## src/rtl/log2_credit_buffer.sv

```systemverilog
// rtl/log2_credit_buffer.sv - credit-reserving result buffer for a fixed-latency log2 pipeline
//
// Admits an operand only when a result FIFO slot is reserved for it, because the
// external log2 pipeline cannot stall. Results return on ret_* and are presented
// on a show-ahead ready/valid master port in issue order.
//
// Optional feature macro: LOG2_BUF_STATS_EN (issue/stall counters, sticky err).
//
// Ports:
//   clk, rstn                 clock, asynchronous active-low reset
//   s_valid/s_ready/s_a       operand slave port
//   issue_valid/issue_a       combinational issue to the log2 pipeline
//   ret_valid/ret_c           result return from the log2 pipeline
//   m_valid/m_ready/m_data    result master port (FIFO head)
//   err                       sticky orphan-return flag (0 without stats)

module log2_credit_buffer #(
    parameter int BITS  = 16,
    parameter int DEPTH = 8,
    parameter int DRAIN = 16
) (
    input  logic            clk,
    input  logic            rstn,
    input  logic            s_valid,
    output logic            s_ready,
    input  logic [BITS-1:0] s_a,
    output logic            issue_valid,
    output logic [BITS-1:0] issue_a,
    input  logic            ret_valid,
    input  logic [BITS-1:0] ret_c,
    output logic            m_valid,
    input  logic            m_ready,
    output logic [BITS-1:0] m_data,
    output logic            err
);

    localparam int AW = $clog2(DEPTH);
    localparam int CW = $clog2(DEPTH + 1);
    localparam int DW = (DRAIN > 1) ? $clog2(DRAIN) : 1;

    typedef enum logic {ST_DRAIN, ST_RUN} state_t;

    state_t          state_q;
    logic [DW-1:0]   drain_q;
    logic [AW-1:0]   wr_q, wr_d;
    logic [AW-1:0]   rd_q, rd_d;
    logic [CW-1:0]   count_q, count_d;
    logic [CW-1:0]   inflight_q, inflight_d;
    logic [BITS-1:0] mem_q [DEPTH];

    logic          run;
    logic [CW:0]   reserved;
    logic          issue;
    logic          ret_ok;
    logic          pop;

    assign run = (state_q == ST_RUN);

    // Every admitted operand owns a slot from issue until it is popped, so the
    // FIFO can never overflow on return. Built only from registers: no path
    // from m_ready to s_ready.
    assign reserved = {1'b0, count_q} + {1'b0, inflight_q};
    assign s_ready  = run & (reserved < (CW+1)'(DEPTH));

    assign issue       = s_valid & s_ready;
    assign issue_valid = issue;
    assign issue_a     = s_a;

    // Returns during DRAIN are stale results from before reset and are dropped.
    assign ret_ok  = ret_valid & run & (inflight_q != '0);
    assign m_valid = (count_q != '0);
    assign pop     = m_valid & m_ready;
    assign m_data  = m_valid ? mem_q[rd_q] : '0;

    always_comb begin
        wr_d       = wr_q;
        rd_d       = rd_q;
        count_d    = count_q;
        inflight_d = inflight_q;
        if (ret_ok) wr_d = wr_q + AW'(1);
        if (pop)    rd_d = rd_q + AW'(1);
        count_d    = count_q + CW'(ret_ok) - CW'(pop);
        inflight_d = inflight_q + CW'(issue) - CW'(ret_ok);
    end

    always_ff @(posedge clk or negedge rstn) begin
        if (!rstn) begin
            state_q <= ST_DRAIN;
            drain_q <= '0;
        end else begin
            case (state_q)
                ST_DRAIN: begin
                    if (drain_q == DW'(DRAIN - 1)) state_q <= ST_RUN;
                    else                           drain_q <= drain_q + DW'(1);
                end
                default: state_q <= ST_RUN;
            endcase
        end
    end

    always_ff @(posedge clk or negedge rstn) begin
        if (!rstn) begin
            wr_q       <= '0;
            rd_q       <= '0;
            count_q    <= '0;
            inflight_q <= '0;
        end else begin
            wr_q       <= wr_d;
            rd_q       <= rd_d;
            count_q    <= count_d;
            inflight_q <= inflight_d;
        end
    end

    // Storage needs no reset: entries are only visible once count covers them.
    always_ff @(posedge clk) begin
        if (ret_ok) mem_q[wr_q] <= ret_c;
    end

`ifdef LOG2_BUF_STATS_EN
    logic        ret_orphan;
    logic [31:0] issue_cnt_q;
    logic [31:0] stall_cnt_q;
    logic        err_q;

    assign ret_orphan = ret_valid & run & (inflight_q == '0);

    always_ff @(posedge clk or negedge rstn) begin
        if (!rstn) begin
            issue_cnt_q <= '0;
            stall_cnt_q <= '0;
            err_q       <= 1'b0;
        end else begin
            if (issue && (issue_cnt_q != '1))
                issue_cnt_q <= issue_cnt_q + 32'd1;
            if (run && s_valid && !s_ready && (stall_cnt_q != '1))
                stall_cnt_q <= stall_cnt_q + 32'd1;
            if (ret_orphan)
                err_q <= 1'b1;
        end
    end

    assign err = err_q;
`else
    assign err = 1'b0;
`endif

endmodule
```

## config.mk

```make
export PLATFORM = sky130hd
export DESIGN_NAME = log2_credit_buffer
export DESIGN_NICKNAME = d
export VERILOG_FILES = /design/src/rtl/log2_credit_buffer.sv
export SDC_FILE = /design/constraint.sdc
export NUM_CORES = 1
export LEC_CHECK = 0
export ABC_AREA = 1
export CAP_MARGIN = 25
export CORE_ASPECT_RATIO = 1.4
export CORE_UTILIZATION = 50
export CTS_CLUSTER_SIZE = 30
export DETAILED_ROUTE_END_ITERATION = 10
export GPL_TIMING_DRIVEN = 0
export PLACE_DENSITY = 0.68
export SETUP_SLACK_MARGIN = 0.15
export SKIP_LAST_GASP = 1
export SLEW_MARGIN = 5
export SYNTH_ARGS = -nofsm -noshare
export SYNTH_HDL_FRONTEND = slang
export SYNTH_SLANG_ARGS = --single-unit
```

## constraint.sdc

```tcl
create_clock -name clk -period 2.6 [get_ports clk]
set_clock_uncertainty 0.05 [all_clocks]
set_input_delay 0.39 -clock clk [delete_from_list [all_inputs] [get_ports clk]]
set_output_delay 0.39 -clock clk [all_outputs]
set_load 0.02 [all_outputs]
```

* Yosys cells after proc, flatten, opt, wreduce, memory -nomap -nowiden
Memory sizes are Yosys's and may differ from the RTL's.
Cells that the tools add are included.
** Word-level totals
- Register bits after elaboration :: 19
- Memories kept :: 1
- RAM bits :: 128
- Logic and storage cells :: 32
- Input bits :: 37
- Bits in read-only memories :: 0
- Bits in latches :: 0
- Output and inout port bits :: 36
** Operators by class
- Divide/modulo/power cells :: 0
- Shifts and indexed selects :: 0
- Bitwise operators :: 7
- Multipliers :: 0
- Add/subtract/negate cells :: 8
- Eq/ne operators :: 1
- Multiplexer cells :: 5
- Reductions and logical operators :: 3
- Magnitude comparators :: 1
** Memory list
- mem_q :: words 8, width 16, read ports 1, clocked after Yosys merged registers in 0, wr ports 1, RTL line 49 : logic [BITS-1:0] mem_q [DEPTH];
** Operators with widths (number)
- two-way mux 16 bit :: 1
- adder 4 x 1 -> 4 bit :: 2
- nonzero test 4 bit :: 2
- subtractor 4 x 1 -> 4 bit :: 2
- adder 3 x 1 -> 3 bit (second input constant) :: 2
- adder 4 x 4 -> 5 bit :: 1
- bitwise AND 1 bit :: 5
- < comparator 5 x 4 -> 1 bit (second input constant) :: 1
- adder 4 x 1 -> 4 bit (second input constant) :: 1
- == test 4 bit (second input constant) :: 1
- two-way mux 1 bit :: 4
- inverter 1 bit :: 2
- AND reduction 2 bit :: 1

* Longest topological paths before layout
Gate-level depths: netlist (run 1).
- Depth after elaboration :: 6
- Gate-level depth with buffers :: 11
- Depth with buffers taken out :: 11

* Worst setup path after synthesis (run 1)
OpenSTA, ideal clock, no wires.
- Path kind :: reg2reg
- From :: reg count_q[3]
- To :: reg inflight_q[2]
- Stages on the path, launching flop included :: 9
- Clock period less this slack :: 2.470 ns
- Library setup time :: 0.123 ns
- Data required time :: 2.427 ns
- Arrival :: 2.297 ns
- Setup slack :: 0.130 ns
- Path buffers :: 0
- Cells stage by stage :: dfrtp_1 ha_1 nor3_1 nand2_1 nor3b_1 ha_1 inv_1 fa_1 xnor2_1
** Between the ends
- Longest elaborated chain between the ends :: 6
** Ends and longest elaborated chain
- start: declaration :: RTL line 47 : logic [CW-1:0] count_q, count_d;
- start signal: assignment :: RTL line 110 : count_q <= count_d;
- adder 4 x 4 -> 5 bit :: RTL line 62 : assign reserved = {1'b0, count_q} + {1'b0, inflight_q};
- < comparator 5 x 4 -> 1 bit :: RTL line 63 : assign s_ready = run & (reserved < (CW+1)'(DEPTH));
- bitwise AND 1 bit :: RTL line 63
- bitwise AND 1 bit :: RTL line 65 : assign issue = s_valid & s_ready;
- via issue_valid :: RTL line 27 : output logic issue_valid,
- adder 4 x 1 -> 4 bit :: RTL line 83 : inflight_d = inflight_q + CW'(issue) - CW'(ret_ok);
- subtractor 4 x 1 -> 4 bit :: RTL line 83
- via inflight_d[2] :: RTL line 48 : logic [CW-1:0] inflight_q, inflight_d;
- end signal: assignment :: RTL line 111 : inflight_q <= inflight_d;
- end: declaration :: RTL line 48
The timed path passes the listed nets, and every way through them passes these cells.
A chain may end at the register's enable or synchronous reset.

* Worst setup path after layout (run 1)
- From :: reg rd_q[0]
- To :: out m_data[3]
** Between the ends
- Longest elaborated chain between the ends :: 2
** Ends and longest elaborated chain
- start: declaration :: RTL line 46 : logic [AW-1:0] rd_q, rd_d;
- start signal: assignment :: RTL line 109 : rd_q <= rd_d;
- memory (8 x 16 bit)
- two-way mux 16 bit :: RTL line 73 : assign m_data = m_valid ? mem_q[rd_q] : '0;
- end: declaration :: RTL line 33 : output logic [BITS-1:0] m_data,
Every way passes these cells.

==> results.md, run 1 <==
• sky130_fd_sc_hd__clkbuf_16 — clock root buffer
• 0 — antenna cell count
• 10400 um — Detail Placement HPWL
• 2.38 ns — shortest period the worst path allows
• sky130_fd_sc_hd__edfxtp_1 — largest area contributor in the netlist
• 421 MHz — fmax
• yes — clock tree from TritonCTS
• 41.5% — headroom to the max-slew limit
• 51.3% — initial standard-cell utilization of the core
• 0 — final hold violation count
• 0.41 ns — source-to-sink clock delay at the later pin of the worst-skew pair
• 101 um — Die Wd
• in -> async — worst hold path class
• 21.0% — post-synthesis to final-layout area growth
• buffers and inverters — CP delay by family, top
• 91.4% — final worst path period share
• sky130_fd_sc_hd__dfrtp_1 — cell with the largest stage delay on the worst path
• 0 — yosys synthesis warning count
• 0 — number of maximum-capacitance violations
• 1081 — count of filler cells inserted in the layout
• 4831 — vias after detailed routing
• 17 — cts bufs inserted
• 13.3% — proportion of layout cells with a drive suffix above 1
• 1.94 ns — critical path data arrival time
• 941 — DP Cell Count
• output pin — type of element capturing the critical path
• 147 — flops & latches, synth
• buf_4 -> buf_4 -> nand2_1 -> nand3_1 -> nand3_1 -> nand2_1 -> nor2_1 -> clkdlybuf4s15_1 — cells along the critical path
• 698 — Syn Inst Count
• sky130_fd_sc_hd__edfxtp_1 — most instantiated flip-flop cell in the synthesis netlist
• 7750 sq um — Post-DP Area
• 2.16 ns — critical path data required time
• 0.874 ns — slew at the pin closest to its max-slew limit
• 55.9% — share of Yosys cell area claimed by the top area cell type
• flop — startpoint type of the worst setup path
• 0.933 mV — worst IR drop on VDD
• 141 um — Die Ht
• 833 — nets
• 50 — number of cell rows
• complete, no violations — run status
• 0.41 ns — Largest stage delay, worst path
• 9.84 sq um — Post-Synthesis Mean Instance Area
• 0 — total setup violations reported at the end of the flow
• 0.423 ns — Worst Hold Slack
• 0 — detailed-route DRC error count
• 2 — largest buffer count on any clock path
• 4.97 — via density per instance
• 0 — hold-fix buffers at CTS
• 24500 um — wire length of the first global-routing pass
• 10 — CP max FO
• 38.6% — switching fraction of total power
• 0.773 — routability cong.
• 1140 nW/um^2 — power per unit of standard cell area
• 20 — pin count of the biggest net entering global routing
• 5 — 1st-pass router iterations
• 73 — count of pins on the block boundary
• 55 — total of buffers placed on input and output ports
• 147 — number of sinks handled by clock tree synthesis
• 14200 sq um — die footprint
• 6870 sq um — netlist area before placement
• 8310 sq um — final cell area excluding filler cells
• 25 — post-synth cell types
• 0 — number of antenna violations at the first check in global routing
• 973 — final std cells w/o fill
• 13400 sq um — core area
• 4 — H-tree depth
• 33.3% — Sequential Power Share
• 5800 uW — internal power
• 5042 — vias in the first global route
• 0 — count of pins over their slew limit
• 23.5% — total track usage
• reg -> out — critical path class
• 15400 um — Routed WL
• 753 — Synthesized Nets
• sky130_fd_sc_hd__edfxtp_1 56%, sky130_fd_sc_hd__nand2_1 10%, sky130_fd_sc_hd__inv_1 8.3% — cell types occupying the most area after synthesis
• 185 x sky130_fd_sc_hd__nand2_1, 152 x sky130_fd_sc_hd__inv_1, 128 x sky130_fd_sc_hd__edfxtp_1 — leading post-synthesis cells by instance count
• 128 — EDFF count, synth
• 62.9% — register area share after synthesis
• 15.8 um — average wire length per cell after detail routing
• 3650 uW — power spent charging and discharging nets
• sky130_fd_sc_hd__nand2_1 — most frequent cell after synthesis
• 3 — buffers and inverters on the worst path
• 0.06 ns — clock-pin slew of the registers on the worst-case setup and hold paths
• 12.9% — ys async rst share
• 24.9% — Clk pwr share
• yes — unrepaired setup endpoints after global routing
• 338 — initial DRC count
• 0 — GR Overflow Total
• 0 — number of routed nets with antenna violations
• 41.7% — Gate power share
• 0.00389 uW — P_leak
-- layout make-up --
class	count	area, sq um	area share [%]
Clock inverter	13	136	1.64
Inverter	155	582	7.00
Tap cell	182	228	2.74
Clock buffer	19	433	5.21
Timing Repair Buffer	61	574	6.91
Sequential cell	147	4320	52.0
Multi-Input combinational cell	353	1720	20.7
Buffer	43	322	3.87
-- path summary, 6_finish.rpt --
path | from | to | slack [ns] | cells after the start
setup / recovery | rd_q[0] | m_data[3] | 0.22 | 8
hold / removal | rstn | wr_q[1] | 0.42 | 1
setup reg to reg | count_q[1] | count_q[1] | 0.28 | 10
hold reg to reg | drain_q[0] | drain_q[0] | 0.46 | 1
max in group asynchronous | rstn | rd_q[1] | 1.54 | 1
min in group clk | drain_q[0] | drain_q[0] | 0.46 | 1
-- cell usage in the layout (no fill, tap or decap), types with 3 or more instances in the layout --
cell type,count
sky130_fd_sc_hd__clkbuf_16,17
sky130_fd_sc_hd__inv_2,3
sky130_fd_sc_hd__clkinvlp_4,3
sky130_fd_sc_hd__nand3_1,85
sky130_fd_sc_hd__nand2_1,184
sky130_fd_sc_hd__clkdlybuf4s50_1,36
sky130_fd_sc_hd__a21oi_1,5
sky130_fd_sc_hd__ha_1,16
sky130_fd_sc_hd__clkbuf_2,14
sky130_fd_sc_hd__buf_6,6
sky130_fd_sc_hd__o21ai_0,5
sky130_fd_sc_hd__clkinv_2,3
sky130_fd_sc_hd__buf_2,6
sky130_fd_sc_hd__clkdlybuf4s15_1,5
sky130_fd_sc_hd__xnor2_1,6
sky130_fd_sc_hd__nor2_1,33
sky130_fd_sc_hd__dfrtp_1,19
sky130_fd_sc_hd__edfxtp_1,128
sky130_fd_sc_hd__buf_8,5
sky130_fd_sc_hd__clkinv_4,3
sky130_fd_sc_hd__buf_4,30
sky130_fd_sc_hd__inv_1,152
sky130_fd_sc_hd__nor2_2,6
-- metal layers --
layer	global-route usage [%]	wire, um	vias to the layer above
li1	-	-	2327
met1	26.0	5790	2286
met2	42.1	8210	179
met3	4.56	914	39
met4	12.5	501	0
met5	0	0	-
-- sequential cells by signal, summed over array words and instances (netlist names) --
name	flops
wr_q	3
count_q	4
inflight_q	4
drain_q	4
rd_q	3
run	1
mem_q	128
-- per-stage QoR --
stage | setup TNS [ns] | utilization, % | worst slack [ns] | power (uW)
floorplan | 0 | - | 0.374 | 5740
global placement | -35.33 | 57.2 | -0.488 | 7060
detailed placement | -2.45 | 57.9 | -0.0982 | 7290
CTS | 0 | 62.3 | 0.139 | 9500
global route | 0 | 62.1 | 0.143 | 9990
finish | 0 | 62.1 | 0.224 | 9450
-- repair_timing --
item,CTS,global route
setup endpoints to repair,53,21
hold endpoints to repair,0,0
resized for setup,35,31
buffers inserted,0,0
-- cells by family after synthesis --
group           after synthesis  synth area share, %
compound gates               11                0.838
xor+xnor                      8                 1.02
simple gates                315                 19.1
fa+ha+maj                    18                 3.50
buf+inv                     198                 12.7
other cells                   1               0.0546
flops                       147                 62.9
-- power by group through the flow --
stage / Sequential [uW] / Clock (uW) / Combinational (uW)
after floorplan: 3160 / 0 / 2580
after global placement: 3190 / 0 / 3870
after detailed placement: 3200 / 0 / 4090
after CTS: 3150 / 2370 / 3980
after global routing: 3180 / 2470 / 4340
final: 3150 / 2360 / 3940
Note: power is estimated with default switching activity, not from simulation.
==> run 2: changes to the inputs <==
==> constraint.sdc (replaced) <==
create_clock -name clk -period 2.5 [get_ports clk]
set_clock_uncertainty 0.05 [all_clocks]
set_input_delay 0.375 -clock clk [delete_from_list [all_inputs] [get_ports clk]]
set_output_delay 0.375 -clock clk [all_outputs]
set_load 0.02 [all_outputs]
==> run 2 against run 1 <==
Effect of this change: via count increased by 0.27%; routed wire length up 0.77%; flip-flop and latch count did not move; power rose by 6.0%; first-iteration DRC count increased by 19%; non-clock buffer count is 3 higher; final cell count rose by 0.31%; sequential share of layout area is 0.61 points lower; critical endpoint is now m_data[6].
==> results.md, run 2 (synthesis results as in run 1) <==
• 0.00392 uW — P_leak, +0.78%
• complete, no violations — run status
• 0 — count of pins over their slew limit, unchanged
• 55 — total of buffers placed on input and output ports, unchanged
• flop — startpoint type of the worst setup path
• 8 — number of cells traversed by the worst register-to-register path, -2
• 73 — count of pins on the block boundary, unchanged
• mem_q[1][8] — capture instance of the worst register-to-register path
• 1190 nW/um^2 — power per unit of standard cell area, +4.7%
• 24.5% — Clk pwr share, -0.4 points
• 0.42 ns — source-to-sink clock delay at the later pin of the worst-skew pair, about the same
• yes — unrepaired setup endpoints after global routing
• 941 — DP Cell Count, unchanged
• 2.08 ns — critical path data required time, -0.08 ns
• inflight_q[2] — RR Startpoint
• 32.8% — Sequential Power Share, -0.5 points
• output pin — type of element capturing the critical path
• 101 um — Die Wd, unchanged
• 14200 sq um — die footprint, unchanged
• 15500 um — Routed WL, +0.77%
• 147 — number of sinks handled by clock tree synthesis, unchanged
• 1.89 ns — critical path data arrival time, -0.05 ns
• 5 — 1st-pass router iterations, unchanged
• reg -> out — critical path class
• 2 — largest buffer count on any clock path, unchanged
• buf_6 -> buf_4 -> nand2_1 -> nand3_1 -> nand3_1 -> nand2_1 -> nor2_1 -> clkdlybuf4s15_1 — cells along the critical path
• 183 x sky130_fd_sc_hd__nand2_1, 151 x sky130_fd_sc_hd__inv_1, 128 x sky130_fd_sc_hd__edfxtp_1 — leading cell types in the layout, fill and taps excluded
• mem_q — register with the most flip-flops
• sky130_fd_sc_hd__clkbuf_16 — clock root buffer
• 0.879 ns — slew at the pin closest to its max-slew limit, +0.00524 ns
• 0 — GR Overflow Total, unchanged
• 0.27 ns — flop2flop setup slack, about the same
• 4844 — vias after detailed routing, +0.27%
• 0 — number of routed nets with antenna violations, unchanged
• 10 — CP max FO, unchanged
• 3 — buffers and inverters on the worst path, unchanged
• 62.8% — utilization after layout, +0.74 points
• 836 — nets, +0.36%
• 50 — number of cell rows, unchanged
• 92.5% — final worst path period share
• 42.7% — Gate power share, +1.0 points
• 23.4% — total track usage, -0.096 points
• 0 — number of antenna violations at the first check in global routing, unchanged
• 0 — detailed-route DRC error count, unchanged
• 0 — number of maximum-capacitance violations, unchanged
• 0.42 ns — Largest stage delay, worst path, about the same
• 20 — pin count of the biggest net entering global routing, unchanged
• 38.5% — switching fraction of total power, -0.097 points
• 41.2% — headroom to the max-slew limit, -0.35 points
• 0.963 mV — worst IR drop on VDD, +3.3%
• yes — clock tree from TritonCTS
• 0 — antenna cell count, unchanged
• 976 — final std cells w/o fill, +0.31%
• buffers and inverters — CP delay by family, top
• 10400 um — Detail Placement HPWL, unchanged
• 141 um — Die Ht, unchanged
• 17 — cts bufs inserted, unchanged
• 1056 — count of filler cells inserted in the layout, -2.3%
• 5033 — vias in the first global route, -0.18%
• 22.4% — post-synthesis to final-layout area growth
• 24400 um — wire length of the first global-routing pass, -0.17%
• 51.3% — initial standard-cell utilization of the core, unchanged
• 0.06 ns — clock-pin slew of the registers on the worst-case setup and hold paths, about the same
• 0.409 ns — Worst Hold Slack, -0.0144 ns
• 4.96 — via density per instance, about the same
• 128 — number of flip-flops in the largest register, unchanged
• in -> async — worst hold path class
• sky130_fd_sc_hd__nand2_1 — leading cell type in the layout, fill and taps excluded
• 15.9 um — average wire length per cell after detail routing, +0.46%
• 0.773 — routability cong., unchanged
• 14.7% — proportion of layout cells with a drive suffix above 1, +1.5 points
• 401 — initial DRC count, +19%
• sky130_fd_sc_hd__dfrtp_1 — cell with the largest stage delay on the worst path
• 432 MHz — fmax
• 2.31 ns — shortest period the worst path allows
• 0 — total setup violations reported at the end of the flow, unchanged
• 3860 uW — power spent charging and discharging nets, +5.7%
• 13400 sq um — core area, unchanged
• 0 — hold-fix buffers at CTS, unchanged
• 6150 uW — internal power, +6.2%
• 4 — H-tree depth, unchanged
• 0 — final hold violation count, unchanged
run 2: changes by cell type in the layout (fill, tap and decap cells not counted), sizes merged:
cell	previous run	this run
clkdlybuf4s15	5	4
clkbuf	33	32
buf	47	53
dlygate4sd2	2	1
run 2: power by group through the flow:
stage	registers (uW)	clock network, uW	logic, uW
after global routing	3310	2560	4690
after floorplan	3290	0	2680
after detailed placement	3330	0	4250
final	3280	2460	4270
after CTS	3280	2470	4270
after global placement	3310	0	4020
run 2: through the flow:
stage | power (uW) | setup TNS (ns) | cell area [sq um] | worst slack, ns
finish | 10000 | 0 | 8410 | 0.187
global route | 10600 | 0 | 8410 | 0.112
CTS | 10000 | 0 | 8400 | 0.0999
detailed placement | 7580 | -5.46 | 7750 | -0.183
global placement | 7340 | -46.02 | 7650 | -0.573
floorplan | 5970 | 0 | 6880 | 0.274
run 2: final cells by class:
type / instances / area (sq um) / share of cell area (%)
Buffer: 43 / 372 / 4.42
Clock buffer: 19 / 433 / 5.15
Clock inverter: 13 / 136 / 1.62
Inverter: 155 / 584 / 6.95
Multi-Input combinational cell: 353 / 1740 / 20.7
Sequential cell: 147 / 4320 / 51.4
Tap cell: 182 / 228 / 2.71
Timing Repair Buffer: 64 / 594 / 7.07
run 2: layer usage:
metal | share of wire (%) | GRT usage [%] | vias up | wire length [um]
met5 | 0 | 0 | - | 0
met4 | 3.3 | 12.1 | 0 | 517
met3 | 6.6 | 4.41 | 39 | 1020
met2 | 53 | 42.0 | 186 | 8290
met1 | 37 | 26.0 | 2286 | 5700
li1 | - | - | 2333 | -
run 2: how the worst max path moves through the flow:
stage	startpoint	endpoint	depth (start not counted)
2_1_floorplan	inflight_q[2]	mem_q[4][0]	6
3_3_place_gp	ret_valid	mem_q[3][4]	5
3_5_place_dp	ret_valid	mem_q[6][4]	4
4_1_cts	count_q[2]	m_data[14]	7
5_1_grt	inflight_q[2]	mem_q[1][8]	8
6_report	rd_q[0]	m_data[6]	8
run 2: timing repair:
item | in CTS | in global routing
setup endpoints to repair | 54 | 67
gates cloned | 0 | 0
buffers inserted | 0 | 3
pin swaps | 0 | 2
resized for setup | 68 | 31
==> run 3: changes to the inputs <==
--- a/config.mk
+++ b/config.mk
@@ -6,13 +6,13 @@
 export NUM_CORES = 1
 export LEC_CHECK = 0
 export ABC_AREA = 1
-export CAP_MARGIN = 25
+export CAP_MARGIN = 5
 export CORE_ASPECT_RATIO = 1.4
-export CORE_UTILIZATION = 50
+export CORE_UTILIZATION = 36
 export CTS_CLUSTER_SIZE = 30
 export DETAILED_ROUTE_END_ITERATION = 10
 export GPL_TIMING_DRIVEN = 0
-export PLACE_DENSITY = 0.68
+export PLACE_DENSITY = 0.51
 export SETUP_SLACK_MARGIN = 0.15
 export SKIP_LAST_GASP = 1
 export SLEW_MARGIN = 5
==> run 3 against run 2 <==
Effect of this change: maximum frequency is 0.48% lower; register-to-register slack worse by 0.03 ns; clock-buffer cell count stayed put; final cell count is 6.0% higher; via count is 2.8% lower; sequential share of layout area is 0.39 points lower; hold slack worse by 0.0049 ns; global-route usage is 6.3 points lower; die area is 38% higher; power is 0.87% higher; critical path type unchanged; worst setup slack worse by 0.011 ns; flip-flop and latch count stayed put.
==> results.md, run 3 (synthesis results as in run 1) <==
• 14.9% — proportion of layout cells with a drive suffix above 1, +0.18 points
• sky130_fd_sc_hd__clkbuf_16 — clock root buffer
• 10 — CP max FO, unchanged
• 45.5% — utilization after layout, -17 points
• 0 — final hold violation count, unchanged
• 41.5% — headroom to the max-slew limit, +0.30 points
• sky130_fd_sc_hd__dfrtp_1 — cell with the largest stage delay on the worst path
• 0.875 ns — slew at the pin closest to its max-slew limit, -0.00453 ns
• 17 — cts bufs inserted, unchanged
• sky130_fd_sc_hd__nand2_1 — leading cell type in the layout, fill and taps excluded
• 18600 sq um — core area, +39%
• 833 — nets, -0.36%
• 147 — number of sinks handled by clock tree synthesis, unchanged
• 36.9% — initial standard-cell utilization of the core, -14 points
• 0 — count of pins over their slew limit, unchanged
• 4598 — vias in the first global route, -8.6%
• 0 — antenna cell count, unchanged
• 4.55 — via density per instance, -8.4%
• 0 — number of antenna violations at the first check in global routing, unchanged
• 0.708 mV — worst IR drop on VDD, -27%
• 0 — number of routed nets with antenna violations, unchanged
• 0.00391 uW — P_leak, -0.41%
• 183 x sky130_fd_sc_hd__nand2_1, 150 x sky130_fd_sc_hd__inv_1, 128 x sky130_fd_sc_hd__edfxtp_1 — leading cell types in the layout, fill and taps excluded
• 165 um — Die Ht, +18%
• 2.08 ns — critical path data required time, about the same
• complete, no violations — run status
• 4 — H-tree depth, unchanged
• flop — startpoint type of the worst setup path
• 0 — number of maximum-capacitance violations, unchanged
• 16000 um — Routed WL, +2.7%
• 1190 nW/um^2 — power per unit of standard cell area, +0.11%
• 2 — largest buffer count on any clock path, unchanged
• yes — unrepaired setup endpoints after global routing
• 430 MHz — fmax, -0.48%
• buffers and inverters — CP delay by family, top
• 5 — 1st-pass router iterations, unchanged
• reg -> out — critical path class
• 0 — GR Overflow Total, unchanged
• 24500 um — wire length of the first global-routing pass, +0.14%
• 0 — detailed-route DRC error count, unchanged
• 119 um — Die Wd, +17%
• output pin — type of element capturing the critical path
• 55 — total of buffers placed on input and output ports, unchanged
• 4320 sq um — Sequential Area, unchanged
• 4706 — vias after detailed routing, -2.8%
• mem_q — register with the most flip-flops
• 2.32 ns — shortest period the worst path allows, +0.0111 ns
• buf_4 -> buf_4 -> nand2_1 -> nand3_1 -> nand2_1 -> nor2_1 -> nor2_1 -> clkdlybuf4s15_2 — cells along the critical path
• 15.4 um — average wire length per cell after detail routing, -3.1%
• 1002 — DP Cell Count, +6.5%
• 0.42 ns — source-to-sink clock delay at the later pin of the worst-skew pair, about the same
• 23.3% — post-synthesis to final-layout area growth
• 0.40 ns — Largest stage delay, worst path, -0.02 ns
• 0.751 — routability cong., -2.8%
• 0.404 ns — Worst Hold Slack, -0.00488 ns
• 10800 um — Detail Placement HPWL, +3.4%
• 1734 — count of filler cells inserted in the layout, +64%
• in -> async — worst hold path class
• 0.06 ns — clock-pin slew of the registers on the worst-case setup and hold paths, about the same
• -0.173 ns — post-place setup slack, +0.00991 ns
• 73 — count of pins on the block boundary, unchanged
• 20 — pin count of the biggest net entering global routing, unchanged
• 92.9% — final worst path period share, +0.44 points
• 0 — total setup violations reported at the end of the flow, unchanged
• 19600 sq um — die footprint, +38%
• 59 — number of cell rows, +18%
• 128 — number of flip-flops in the largest register, unchanged
• 345 — initial DRC count, -14%
• 0.176 ns — Final WS setup, -0.0111 ns
• 1.90 ns — critical path data arrival time, about the same
• 1035 — final std cells w/o fill, +6.0%
• 3 — buffers and inverters on the worst path, unchanged
• 1750 sq um — area of the multi-input gates, +0.22%
• yes — clock tree from TritonCTS
• 17.2% — total track usage, -6.3 points
-- run 3: worst paths after layout --
| kind | slack, ns | depth (start not counted) | end | start |
|---|---|---|---|---|
| max in group asynchronous | 1.46 | 1 | rd_q[2] | rstn |
| max | 0.18 | 8 | m_data[15] | rd_q[0] |
| max reg2reg | 0.24 | 7 | mem_q[4][1] | inflight_q[2] |
| min reg2reg | 0.47 | 1 | drain_q[0] | drain_q[0] |
| min | 0.40 | 1 | drain_q[1] | rstn |
| min in group clk | 0.47 | 1 | drain_q[0] | drain_q[0] |
-- run 3: cell type report --
cell class / instances / share of cell area, %
clock inverter: 13 / 1.89
sequential: 147 / 51.0
clock buffer: 19 / 5.11
timing repair buffer: 61 / 6.57
buffer: 43 / 4.34
tap: 244 / 3.60
inverter: 155 / 6.90
multi-input combinational: 353 / 20.6
-- run 3: layer usage --
| metal | track usage [%] | part of all wire, % | up-vias |
|---|---|---|---|
| met5 | 0 | 0 | - |
| met4 | 7.65 | 1.9 | 0 |
| met3 | 3.30 | 4.4 | 23 |
| met2 | 30.7 | 52 | 118 |
| met1 | 20.0 | 41 | 2241 |
| li1 | - | - | 2324 |
-- run 3: repair_timing --
| action | CTS | global route |
|---|---|---|
| hold endpoints to repair | 0 | 0 |
| pin swaps | 0 | 3 |
| hold buffers | 0 | 0 |
| setup endpoints to repair | 69 | 86 |
| resized for setup | 75 | 39 |
| setup buffers | 0 | 1 |
-- run 3: stage by stage --
step	total power, uW	setup TNS (ns)	cell area [sq um]
3_3_place_gp	7500	-57.77	7730
3_5_place_dp	7660	-8.64	7820
2_1_floorplan	5970	0	6880
4_1_cts	10300	-0.391	8490
5_1_grt	10700	0	8470
6_report	10100	0	8470
-- run 3: report_power, final --
part | total, uW | switching (uW) | internal, uW
Combinational | 4260 | 2730 | 1530
Sequential | 3270 | 154 | 3120
Clock | 2570 | 999 | 1570
